## src/rtl/shift_add_multiplier.sv

```systemverilog
// Sequential unsigned shift-and-add multiplier that reuses an external WIDTH-bit adder.
// Processes one multiplier bit per cycle and builds a 2*WIDTH-bit product in {acc, mq}.
module shift_add_multiplier #(
    parameter int unsigned WIDTH = 32,
    parameter int unsigned CNT_W = 6
) (
    input  logic               clk,
    input  logic               rst_n,
    input  logic               start,
    input  logic [WIDTH-1:0]   a,
    input  logic [WIDTH-1:0]   b,
    output logic               busy,
    output logic               done,
    output logic [2*WIDTH-1:0] product,
    output logic [WIDTH-1:0]   add_a,
    output logic [WIDTH-1:0]   add_b,
    output logic               add_cin,
    input  logic [WIDTH-1:0]   add_sum,
    input  logic               add_cout
);

    typedef enum logic [1:0] {IDLE, RUN, DONE} state_t;

    state_t             state_q, state_d;
    logic [WIDTH-1:0]   acc_q, acc_d;
    logic [WIDTH-1:0]   mq_q, mq_d;
    logic [WIDTH-1:0]   mcand_q, mcand_d;
    logic [CNT_W-1:0]   cnt_q, cnt_d;
    logic [2*WIDTH-1:0] product_q, product_d;
    logic               busy_q, busy_d;
    logic               done_q, done_d;

    // State register with synchronous active-low reset
    always_ff @(posedge clk) begin
        if (!rst_n) begin
            state_q   <= IDLE;
            acc_q     <= '0;
            mq_q      <= '0;
            mcand_q   <= '0;
            cnt_q     <= '0;
            product_q <= '0;
            busy_q    <= 1'b0;
            done_q    <= 1'b0;
        end else begin
            state_q   <= state_d;
            acc_q     <= acc_d;
            mq_q      <= mq_d;
            mcand_q   <= mcand_d;
            cnt_q     <= cnt_d;
            product_q <= product_d;
            busy_q    <= busy_d;
            done_q    <= done_d;
        end
    end

    // Next-state, datapath and adder operand selection
    always_comb begin
        state_d   = state_q;
        acc_d     = acc_q;
        mq_d      = mq_q;
        mcand_d   = mcand_q;
        cnt_d     = cnt_q;
        product_d = product_q;
        busy_d    = 1'b0;
        done_d    = 1'b0;
        add_a     = '0;
        add_b     = '0;

        case (state_q)
            IDLE, DONE: begin
                state_d = IDLE;
                if (start) begin
                    mcand_d = a;
                    mq_d    = b;
                    acc_d   = '0;
                    cnt_d   = '0;
                    state_d = RUN;
                    busy_d  = 1'b1;
                end
            end
            RUN: begin
                add_a = acc_q;
                add_b = mq_q[0] ? mcand_q : '0;
                // Carry out becomes the new acc MSB so the full product is kept
                {acc_d, mq_d} = {add_cout, add_sum, mq_q[WIDTH-1:1]};
                cnt_d = cnt_q + CNT_W'(1);
                if (cnt_q == CNT_W'(WIDTH - 1)) begin
                    state_d   = DONE;
                    done_d    = 1'b1;
                    product_d = {add_cout, add_sum, mq_q[WIDTH-1:1]};
                end else begin
                    busy_d = 1'b1;
                end
            end
            default: state_d = IDLE;
        endcase
    end

    assign add_cin = 1'b0;
    assign busy    = busy_q;
    assign done    = done_q;
    assign product = product_q;

endmodule
```

## config.mk

```make
export PLATFORM = sky130hd
export DESIGN_NAME = shift_add_multiplier
export DESIGN_NICKNAME = d
export VERILOG_FILES = /design/src/rtl/shift_add_multiplier.sv
export SDC_FILE = /design/constraint.sdc
export NUM_CORES = 1
export LEC_CHECK = 0
export ABC_AREA = 1
export BUFFER_PORTS_ARGS = -buffer_cell sky130_fd_sc_hd__buf_4
export CORE_UTILIZATION = 51
export CTS_CLUSTER_SIZE = 12
export DETAILED_ROUTE_END_ITERATION = 12
export PLACE_DENSITY_LB_ADDON = 0.08
export REMOVE_ABC_BUFFERS = 1
export SYNTH_ARGS = -nofsm -noshare
export SYNTH_HDL_FRONTEND = slang
export SYNTH_SLANG_ARGS = --single-unit
```

## constraint.sdc

```tcl
create_clock -name clk -period 2.07 [get_ports clk]
set_input_delay 0.207 -clock clk [delete_from_list [all_inputs] [get_ports clk]]
set_output_delay 0.207 -clock clk [all_outputs]
set_load 0.02 [all_outputs]
```

# --- After elaboration in Yosys (flattened, before gate mapping) ---
# Cells that the tools add are included.
classes:
  addsub: 1
  eq_ne: 5
  muxes: 16
  n_reduce_logical: 7
op_table:
  columns: ["op", "n"]
  rows:
  - ["two-way mux 32 bit", 5]
  - ["case mux 32 bit (2 select lines)", 2]
  - ["case mux 6 bit (2 select lines)", 1]
  - ["AND reduction 2 bit", 4]
  - ["adder 6 x 1 -> 6 bit (second input constant)", 1]
  - ["equality test 6 x 5 -> 1 bit (second input constant)", 1]
  - ["two-way mux 6 bit", 1]
  - ["two-way mux 1 bit", 4]
  - ["!= test 2 bit (second input constant)", 2]
  - ["case mux 2 bit (2 select lines)", 1]
  - ["equality test 2 x 1 -> 1 bit (second input constant)", 1]
  - ["equality test 2 bit (second input constant)", 1]
  - ["zero test 2 bit", 1]
  - ["two-way mux 2 bit", 1]
  - ["case mux 1 bit (2 select lines)", 1]
  - ["nonzero test 2 bit", 1]
  - ["OR reduction 2 bit", 1]
word_totals:
  register_bits: 170
  in_bits: 100
  out_inout_bits: 131

# --- Depth between registers and ports, before layout ---
# Gate-level depths: netlist of the first run.
depth:
  ltp_word: 4
  mapped_depth: 8
  ltp_nobuf: 6

# --- Least setup slack after synthesis of the first run ---
# OpenSTA, ideal clock, no wires.
synth_timing:
  kind: "reg-to-reg"
  start: "register cnt_q[0]"
  end: "register product_q[35], in the netlist product[35]"
  path_slack_ps: 609
  path_buffers: 2
  t_required_ps: 1957
  setup_time_ps: 113
  path_stages_with_launch: 9
  arrival_time_ps: 1348
  cell_sequence: "dfxtp_1 ha_1 nand2_1 nor3_2 nand2_1 buf_2 buf_2 nand2_1 nand2_1"
synth_between:
  elab_chain_len: 2
synth_lines:
  columns: ["item", "line_no", "text"]
  rows:
  - ["start, declared", "28", "logic [CNT_W-1:0] cnt_q, cnt_d;"]
  - ["start signal, assigned", "49", "cnt_q <= cnt_d;"]
  - ["equality test 6 x 5 -> 1 bit", "87", "if (cnt_q == CNT_W'(WIDTH - 1)) begin"]
  - ["AND reduction 2 bit (no source line)", null, null]
  - ["end signal, assigned", "50", "product_q <= product_d;"]
  - ["end, declared", "29", "logic [2*WIDTH-1:0] product_q, product_d;"]
# Every way passes these cells.
# A chain may end at the register's enable or synchronous reset.

# --- Final worst setup path of the first run ---
layout_timing:
  start: "register state_q[1]"
  end: "output port add_a[18]"
layout_between:
  elab_chain_len: 2
layout_lines:
  columns: ["item", "line_no", "text"]
  rows:
  - ["start, declared", "24", "state_t state_q, state_d;"]
  - ["start signal, assigned", "45", "state_q <= state_d;"]
  - ["equality test 2 x 1 -> 1 bit", "69", "case (state_q)"]
  - ["two-way mux 32 bit", "69", null]
  - ["end, declared", "15", "output logic [WIDTH-1:0] add_a,"]
# Every way passes these cells.

==> results of run 1 <==
==> cells by family (layout without fill, tap and decap cells) <==
| family | after synthesis | in the layout |
|---|---|---|
| simple gates | 640 | 640 |
| compound gates | 107 | 107 |
| buf+inv | 210 | 434 |
| fa+ha+maj | 1 | 1 |
| other cells | 1 | 1 |
| flops | 170 | 170 |
==> flip-flops by register name, indices dropped and copies added, names as in the netlist <==
| name | flops |
|---|---|
| busy | 1 |
| acc_q | 32 |
| cnt_q | 6 |
| mcand_q | 32 |
| state_q | 2 |
| done | 1 |
| mq_q | 32 |
| product | 64 |
==> worst max-delay path: cells and delay by family, from the launching register on <==
kind | cells | cell delay [ps]
flops | 1 | 370
simple gates | 2 | 250
buf+inv | 3 | 600
==> through the flow <==
step / area (um^2) / setup WS (ps) / TNS [ps] / total power [W] / utilization
floorplan: 6970 / -2450 / -199610 / 0.00393 / -
global placement: 9130 / 469 / 0 / 0.00433 / 0.655
detailed placement: 9130 / 380 / 0 / 0.00434 / 0.655
CTS: 9940 / 179 / 0 / 0.00772 / 0.713
global route: 9940 / 97.2 / 0 / 0.00796 / 0.713
finish: 9940 / 197 / 0 / 0.00767 / 0.713
==> path summary, 6_finish.rpt <==
kind	from	to	slack, ps	depth (start not counted)
hold reg to reg	acc_q[25]$_SDFFE_PN0P_	acc_q[25]$_SDFFE_PN0P_	460	2
hold / removal	add_sum[18]	product[49]$_SDFFE_PN0P_	10	3
setup / recovery	state_q[1]$_SDFFE_PN0P_	add_a[18]	200	5
setup reg to reg	cnt_q[0]$_SDFFE_PN0P_	product[14]$_SDFFE_PN0P_	310	6
==> where the power goes <==
group | internal [W] | switching [W]
Clock | 0.00211 | 0.00127
Sequential | 0.00341 | 0.0000782
Combinational | 0.000330 | 0.000477
Total | 0.00584 | 0.00183
==> metal layers <==
metal	track usage	routed length, um	up-vias
met1	0.333	8480	3332
met2	0.450	9490	235
met4	0.0988	388	0
met3	0.0609	1310	30
met5	0	0	-
li1	-	-	3799
==> cell type report <==
cell class | count | area [um^2]
multi-input combinational | 749 | 3080
clock buffer | 20 | 467
sequential | 170 | 3400
tap | 180 | 225
clock inverter | 11 | 169
timing repair buffer | 266 | 2080
fill | 1249 | 4000
inverter | 137 | 514
==> layout by cell type (no fill, tap or decap) <==
cell | Yosys | layout
o21ai_0 | 36 | 36
clkinv_2 | 0 | 3
clkinv_4 | 0 | 3
nand3_1 | 66 | 66
clkbuf_16 | 0 | 17
nor2_1 | 135 | 135
buf_12 | 0 | 3
bufinv_16 | 0 | 4
nand2_1 | 433 | 431
nand2_2 | 1 | 3
nand4_1 | 1 | 1
inv_1 | 134 | 134
dfxtp_1 | 170 | 170
nor2_4 | 0 | 3
buf_4 | 11 | 246
clkbuf_8 | 0 | 3
ha_1 | 1 | 1
nor3_4 | 0 | 1
clkinvlp_4 | 0 | 1
dlygate4sd3_1 | 0 | 17
inv_2 | 3 | 3
a21oi_1 | 71 | 71
conb_1 | 1 | 1
==> repair_timing <==
action                                 CTS  global route
resized for setup                        0             0
endpoints found under the hold margin   17             0
hold buffers                            17             0
==> results by group, run 1 <==
Synth
  • Mapped Area: 7310 um^2
  • Most common library cells after synthesis: 433 x nand2_1, 170 x dfxtp_1, 135 x nor2_1
  • Most common cell in the netlist: nand2_1
  • Area share of fa/ha/maj cells after synthesis: 0.00171
  • Syn Inst Count: 1129
  • Multiplexer area fraction after synthesis: 0
  • Synth unique cells: 18
  • Avg Cell Area, Syn: 6.48 um^2
  • EDFF count, synth: 0
  • Area contributors post-synth: dfxtp_1 47%, nand2_1 22%, nor2_1 6.9%
  • Share of the synthesized area in the top cell type: 0.466
  • Combinational family with the most area after synthesis: simple AND/OR/NAND/NOR gates
  • Compound-cell area share of the yosys netlist: 0.0733
  • Post-synth ARST share: 0
  • Synth Area in Simple Gates: 0.342
  • Ys flop type: dfxtp_1
  • Synth Area in XOR/XNOR: 0
  • FF+latch count, synth: 170
  • YS warnings: 0
  • Register area share after synthesis: 0.466
  • Cell accounting for the most synthesized area: dfxtp_1

GRT
  • First-pass GRT wire length: 31200 um
  • Antenna violations before repair: 0
  • Pin count of the biggest net entering global routing: 63
  • GRT Util Overall: 0.267
  • Vias in the first global route: 6584
  • GR Overflow Total: 0

Pwr
  • Pwr per Cell Area: 772 nW/um^2
  • VDD IR-drop max: 0.530 mV
  • Pleak: 5.16 nW

Setup path
  • Slowest cell on crit path: dfxtp_1
  • CP Data Required Time: 1860 ps
  • Worst EP arrival: 1670 ps
  • Worst setup SP type: flop
  • Crit Path Max Fanout: 29
  • Cell Chain, Critical Path: inv_1 > nand2_2 > buf_4 > nor2_1 > buf_4
  • Critical path class: flop to output port
  • Worst Setup End Kind: output port
  • Max incr delay on CP: 370 ps
  • Most frequent CP cell: buf_4

Placed design
  • Dpl cells: 1485
  • I/O Buffers: 229
  • Placed wire-length estimate: 12600 um
  • Gpl congestion: 0.795

Routing
  • DR WL/cell: 12.8 um
  • Starting DRC count in detailed routing: 562
  • Vias per inst: 4.82
  • First-pass DRT Iterations: 5
  • DRC Markers: 0
  • Vias: 7396
  • Antenna-violating nets left: 0
  • Total Wirelength: 19700 um

Die
  • Chip Width: 122 um
  • IO Count: 231
  • Die H: 122 um
  • Number of placement rows: 43
  • Initial Util: 0.525
  • Core area: 13900 um^2
  • Die area: 14800 um^2

STA
  • Setup-failing EPs final: 0
  • Fin Hold WS: 11.1 ps
  • Final worst path period need: 1870 ps
  • Period utilization: 0.905
  • RSZ-0062 raised after global routing: false
  • Fmax: 0.534 GHz
  • Setup Skew: 4.73 ps
  • Fin. Hold Viols: 0
  • Slew @ Worst Pin: 620 ps
  • Slew Viols, Final: 0
  • Relative slew margins: 0.586

Clock network
  • CTS Buffer Depth: 2
  • Root buffer cell: clkbuf_16
  • Clock latency on the worst-skew pair: 430 ps
  • Setup repair bufs after CTS: 0
  • Sink Count: 170
  • TritonCTS clock tree: yes
  • Clk pin slew, worst setup/hold paths: 60 ps
  • TritonCTS Buffers: 17
  • H-tree Lvls: 4

Cells and area
  • N_diodes: 0
  • Nets: 1442
  • Post-route insts no fill: 1533
  • Area grow syn2layout: 35.9%
  • Layout cells sized above 1: 0.214

Min path
  • Worst min-delay path class: primary input to flop

Run
  • Max-capacitance violation count: 0

Outcome
  • Outcome: finished clean
(Power assumes the default switching activity.)
==> inputs of run 2 (changes only) <==
--- a/config.mk
+++ b/config.mk
@@ -11,6 +11,7 @@
 export CTS_CLUSTER_SIZE = 12
 export DETAILED_ROUTE_END_ITERATION = 12
 export PLACE_DENSITY_LB_ADDON = 0.08
+export RECOVER_POWER = 100
 export REMOVE_ABC_BUFFERS = 1
 export SYNTH_ARGS = -nofsm -noshare
 export SYNTH_HDL_FRONTEND = slang
==> run 2 against run 1 <==
Against the previous run: cell area decreased by 4.6%; first-iteration DRC count rose by 7.5%; sequential share of layout area grew 1.6 points; non-clock buffer count unchanged; largest cell class unchanged; highest routed layer unchanged.
==> results by group, run 2 (synthesis results as in run 1) <==
Placed design
  • Placed wire-length estimate: 12600 um (unchanged)
  • I/O Buffers: 229 (unchanged)
  • Place WS: 380 ps (unchanged)
  • Placed cell area: 9130 um^2 (unchanged)
  • Gpl congestion: 0.795 (unchanged)

Min path
  • Hold endpoint: product[49]$_SDFFE_PN0P_
  • Hold Path Origin: add_sum[18]
  • Worst Hold Depth: 3 (unchanged)
  • Worst min-delay path class: primary input to flop

STA
  • Slew Viols, Final: 0 (unchanged)
  • Fin Hold WS: 13.7 ps (+2.52 ps)
  • Relative slew margins: 0.521 (-0.0655)
  • Fin. Hold Viols: 0 (unchanged)
  • Setup-failing EPs final: 0 (unchanged)
  • Slew @ Worst Pin: 719 ps (+98.2 ps)
  • Setup Skew: 3.63 ps (-1.11 ps)
  • Final WS setup: 133 ps (-64.7 ps)
  • Fmax: 0.516 GHz (-3.3%)
  • Final worst path period need: 1940 ps (+64.7 ps)
  • RSZ-0062 raised after global routing: false
  • Period utilization: 0.936 (+0.0312)

GRT
  • GR Overflow Total: 0 (unchanged)
  • Pin count of the biggest net entering global routing: 63 (unchanged)
  • Vias in the first global route: 6584 (unchanged)
  • GRT Util Overall: 0.267 (unchanged)
  • First-pass GRT wire length: 31200 um (unchanged)
  • Antenna violations before repair: 0 (unchanged)

Cells and area
  • N_diodes: 0 (unchanged)
  • Storage element area: 3400 um^2 (unchanged)
  • Layout cells sized above 1: 0.144 (-0.0702)
  • Fill count: 1369 (+9.6%)
  • Max reg flops: 64 (unchanged)
  • Multi-input logic area: 3070 um^2 (-0.24%)
  • Area grow syn2layout: 29.7%
  • Leading cell type in the layout, fill and taps excluded: nand2_1
  • Final core occ: 0.680 (-0.0327)
  • Final Cell Area: 9480 um^2 (-4.6%)
  • Nets: 1442 (unchanged)
  • Most frequent cells in the layout: 432 x nand2_1, 170 x dfxtp_1, 135 x inv_1, 135 x nor2_1, 115 x buf_4

Pwr
  • Switch share: 0.238 (about the same)
  • Internal power: 0.00582 W (-0.36%)
  • Switching pwr: 0.00182 W (-0.42%)
  • Comb pwr share: 0.103 (-0.002)
  • Pleak: 4.73 nW (-8.4%)
  • Clk pwr share: 0.441 (about the same)
  • Reg power frac: 0.456 (+0.002)
  • VDD IR-drop max: 0.529 mV (-0.26%)
  • Pwr per Cell Area: 806 nW/um^2 (+4.4%)
  • Total power: 0.00764 W (-0.37%)

Outcome
  • Outcome: finished clean

Clock network
  • CTS Buffer Depth: 2 (unchanged)
  • TritonCTS clock tree: yes
  • Root buffer cell: clkbuf_16
  • Setup repair bufs after CTS: 0 (unchanged)
  • H-tree Lvls: 4 (unchanged)
  • CTS resizes: 0 (unchanged)
  • Post-CTS Hold Fix Bufs: 17 (unchanged)
  • Sink Count: 170 (unchanged)
  • Clock latency on the worst-skew pair: 430 ps (about the same)
  • TritonCTS Buffers: 17 (unchanged)
  • Clk pin slew, worst setup/hold paths: 60 ps (about the same)

Run
  • Max-capacitance violation count: 0 (unchanged)

Die
  • Die area: 14800 um^2 (unchanged)
  • Initial Util: 0.525 (unchanged)
  • Core area: 13900 um^2 (unchanged)
  • Chip Width: 122 um (unchanged)
  • Number of placement rows: 43 (unchanged)
  • Die H: 122 um (unchanged)
  • IO Count: 231 (unchanged)

Routing
  • DRC Markers: 0 (unchanged)
  • Vias per inst: 4.84 (+0.41%)
  • Total Wirelength: 19700 um (+0.24%)
  • First-pass DRT Iterations: 5 (unchanged)
  • Antenna-violating nets left: 0 (unchanged)
  • Starting DRC count in detailed routing: 604 (+7.5%)
  • Vias: 7426 (+0.41%)
  • DR WL/cell: 12.9 um (+0.24%)

Setup path
  • CP Data Required Time: 1860 ps (about the same)
  • Critical path class: flop to output port
  • Reg-to-reg slack, setup: 200 ps (-110 ps)
  • Worst Setup End Kind: output port
  • R2R Path Start: state_q[0]$_SDFFE_PN0P_
  • Slowest cell on crit path: dfxtp_1
  • Crit Path Max Fanout: 29 (unchanged)
  • Reg-to-reg endpoint: product[14]$_SDFFE_PN0P_
  • Worst EP arrival: 1730 ps (+60 ps)
  • Cell Chain, Critical Path: nand2_2 > clkbuf_4 > nor2_1 > clkbuf_1
  • Max incr delay on CP: 400 ps (+30 ps)
  • Worst setup SP type: flop
  • Worst r2r path cells: 6 (unchanged)
run 2: cell types whose count changed in the layout (fill, tap and decap cells not counted), moves of 2 or more:
cell,change
buf_4,-131
clkbuf_1,+92
clkbuf_2,+35
clkbuf_4,+4
inv_2,-2
run 2: final cells by class:
| class | instances | share of cell area |
|---|---|---|
| clock buffers | 20 | 0.0492 |
| multi-input cells | 749 | 0.324 |
| well taps | 180 | 0.0238 |
| inverters | 137 | 0.0542 |
| repair buffers | 266 | 0.172 |
| flip-flops and latches | 170 | 0.359 |
| clock inverters | 11 | 0.0178 |
run 2: how the worst max path moves through the flow:
| stage | startpoint | endpoint | slack [ps] |
|---|---|---|---|
| 6_report | state_q[0]$_SDFFE_PN0P_ | add_a[14] | 130 |
| 5_1_grt | state_q[0]$_SDFFE_PN0P_ | add_a[14] | 60 |
| 4_1_cts | state_q[1]$_SDFFE_PN0P_ | add_b[17] | 180 |
| 3_3_place_gp | cnt_q[0]$_SDFFE_PN0P_ | product[25]$_SDFFE_PN0P_ | 470 |
| 2_1_floorplan | cnt_q[0]$_SDFFE_PN0P_ | product[0]$_SDFFE_PN0P_ | -2450 |
| 3_5_place_dp | cnt_q[0]$_SDFFE_PN0P_ | product[25]$_SDFFE_PN0P_ | 380 |
run 2: power groups by stage:
| stage | registers (W) | clock network [W] | logic, W |
|---|---|---|---|
| 6_report | 0.00349 | 0.00337 | 0.000785 |
| 5_1_grt | 0.00350 | 0.00356 | 0.000875 |
| 4_1_cts | 0.00349 | 0.00343 | 0.000810 |
| 3_5_place_dp | 0.00356 | 0 | 0.000781 |
| 3_3_place_gp | 0.00355 | 0 | 0.000772 |
| 2_1_floorplan | 0.00355 | 0 | 0.000385 |
run 2: critical path, delay by kind of cell, from the launching register on:
kind,cells,cell delay (ps)
and+or+nand+nor,2,320
DFF,1,400
buffers and inverters,2,580
run 2: metal layers:
metal  GRT usage  part of all wire  up-vias  wire (um)
met5           0                 0        -          0
met4      0.0988             0.021        0        408
met3      0.0609             0.062       31       1230
met2       0.450              0.48      232       9460
met1       0.333              0.44     3360       8630
li1            -                 -     3803          -
run 2: per-stage QoR:
step           cells  TNS, ps
3_3_place_gp    1485        0
3_5_place_dp    1485        0
6_report        1533        0
5_1_grt         1533        0
2_1_floorplan   1056  -199610
4_1_cts         1533        0
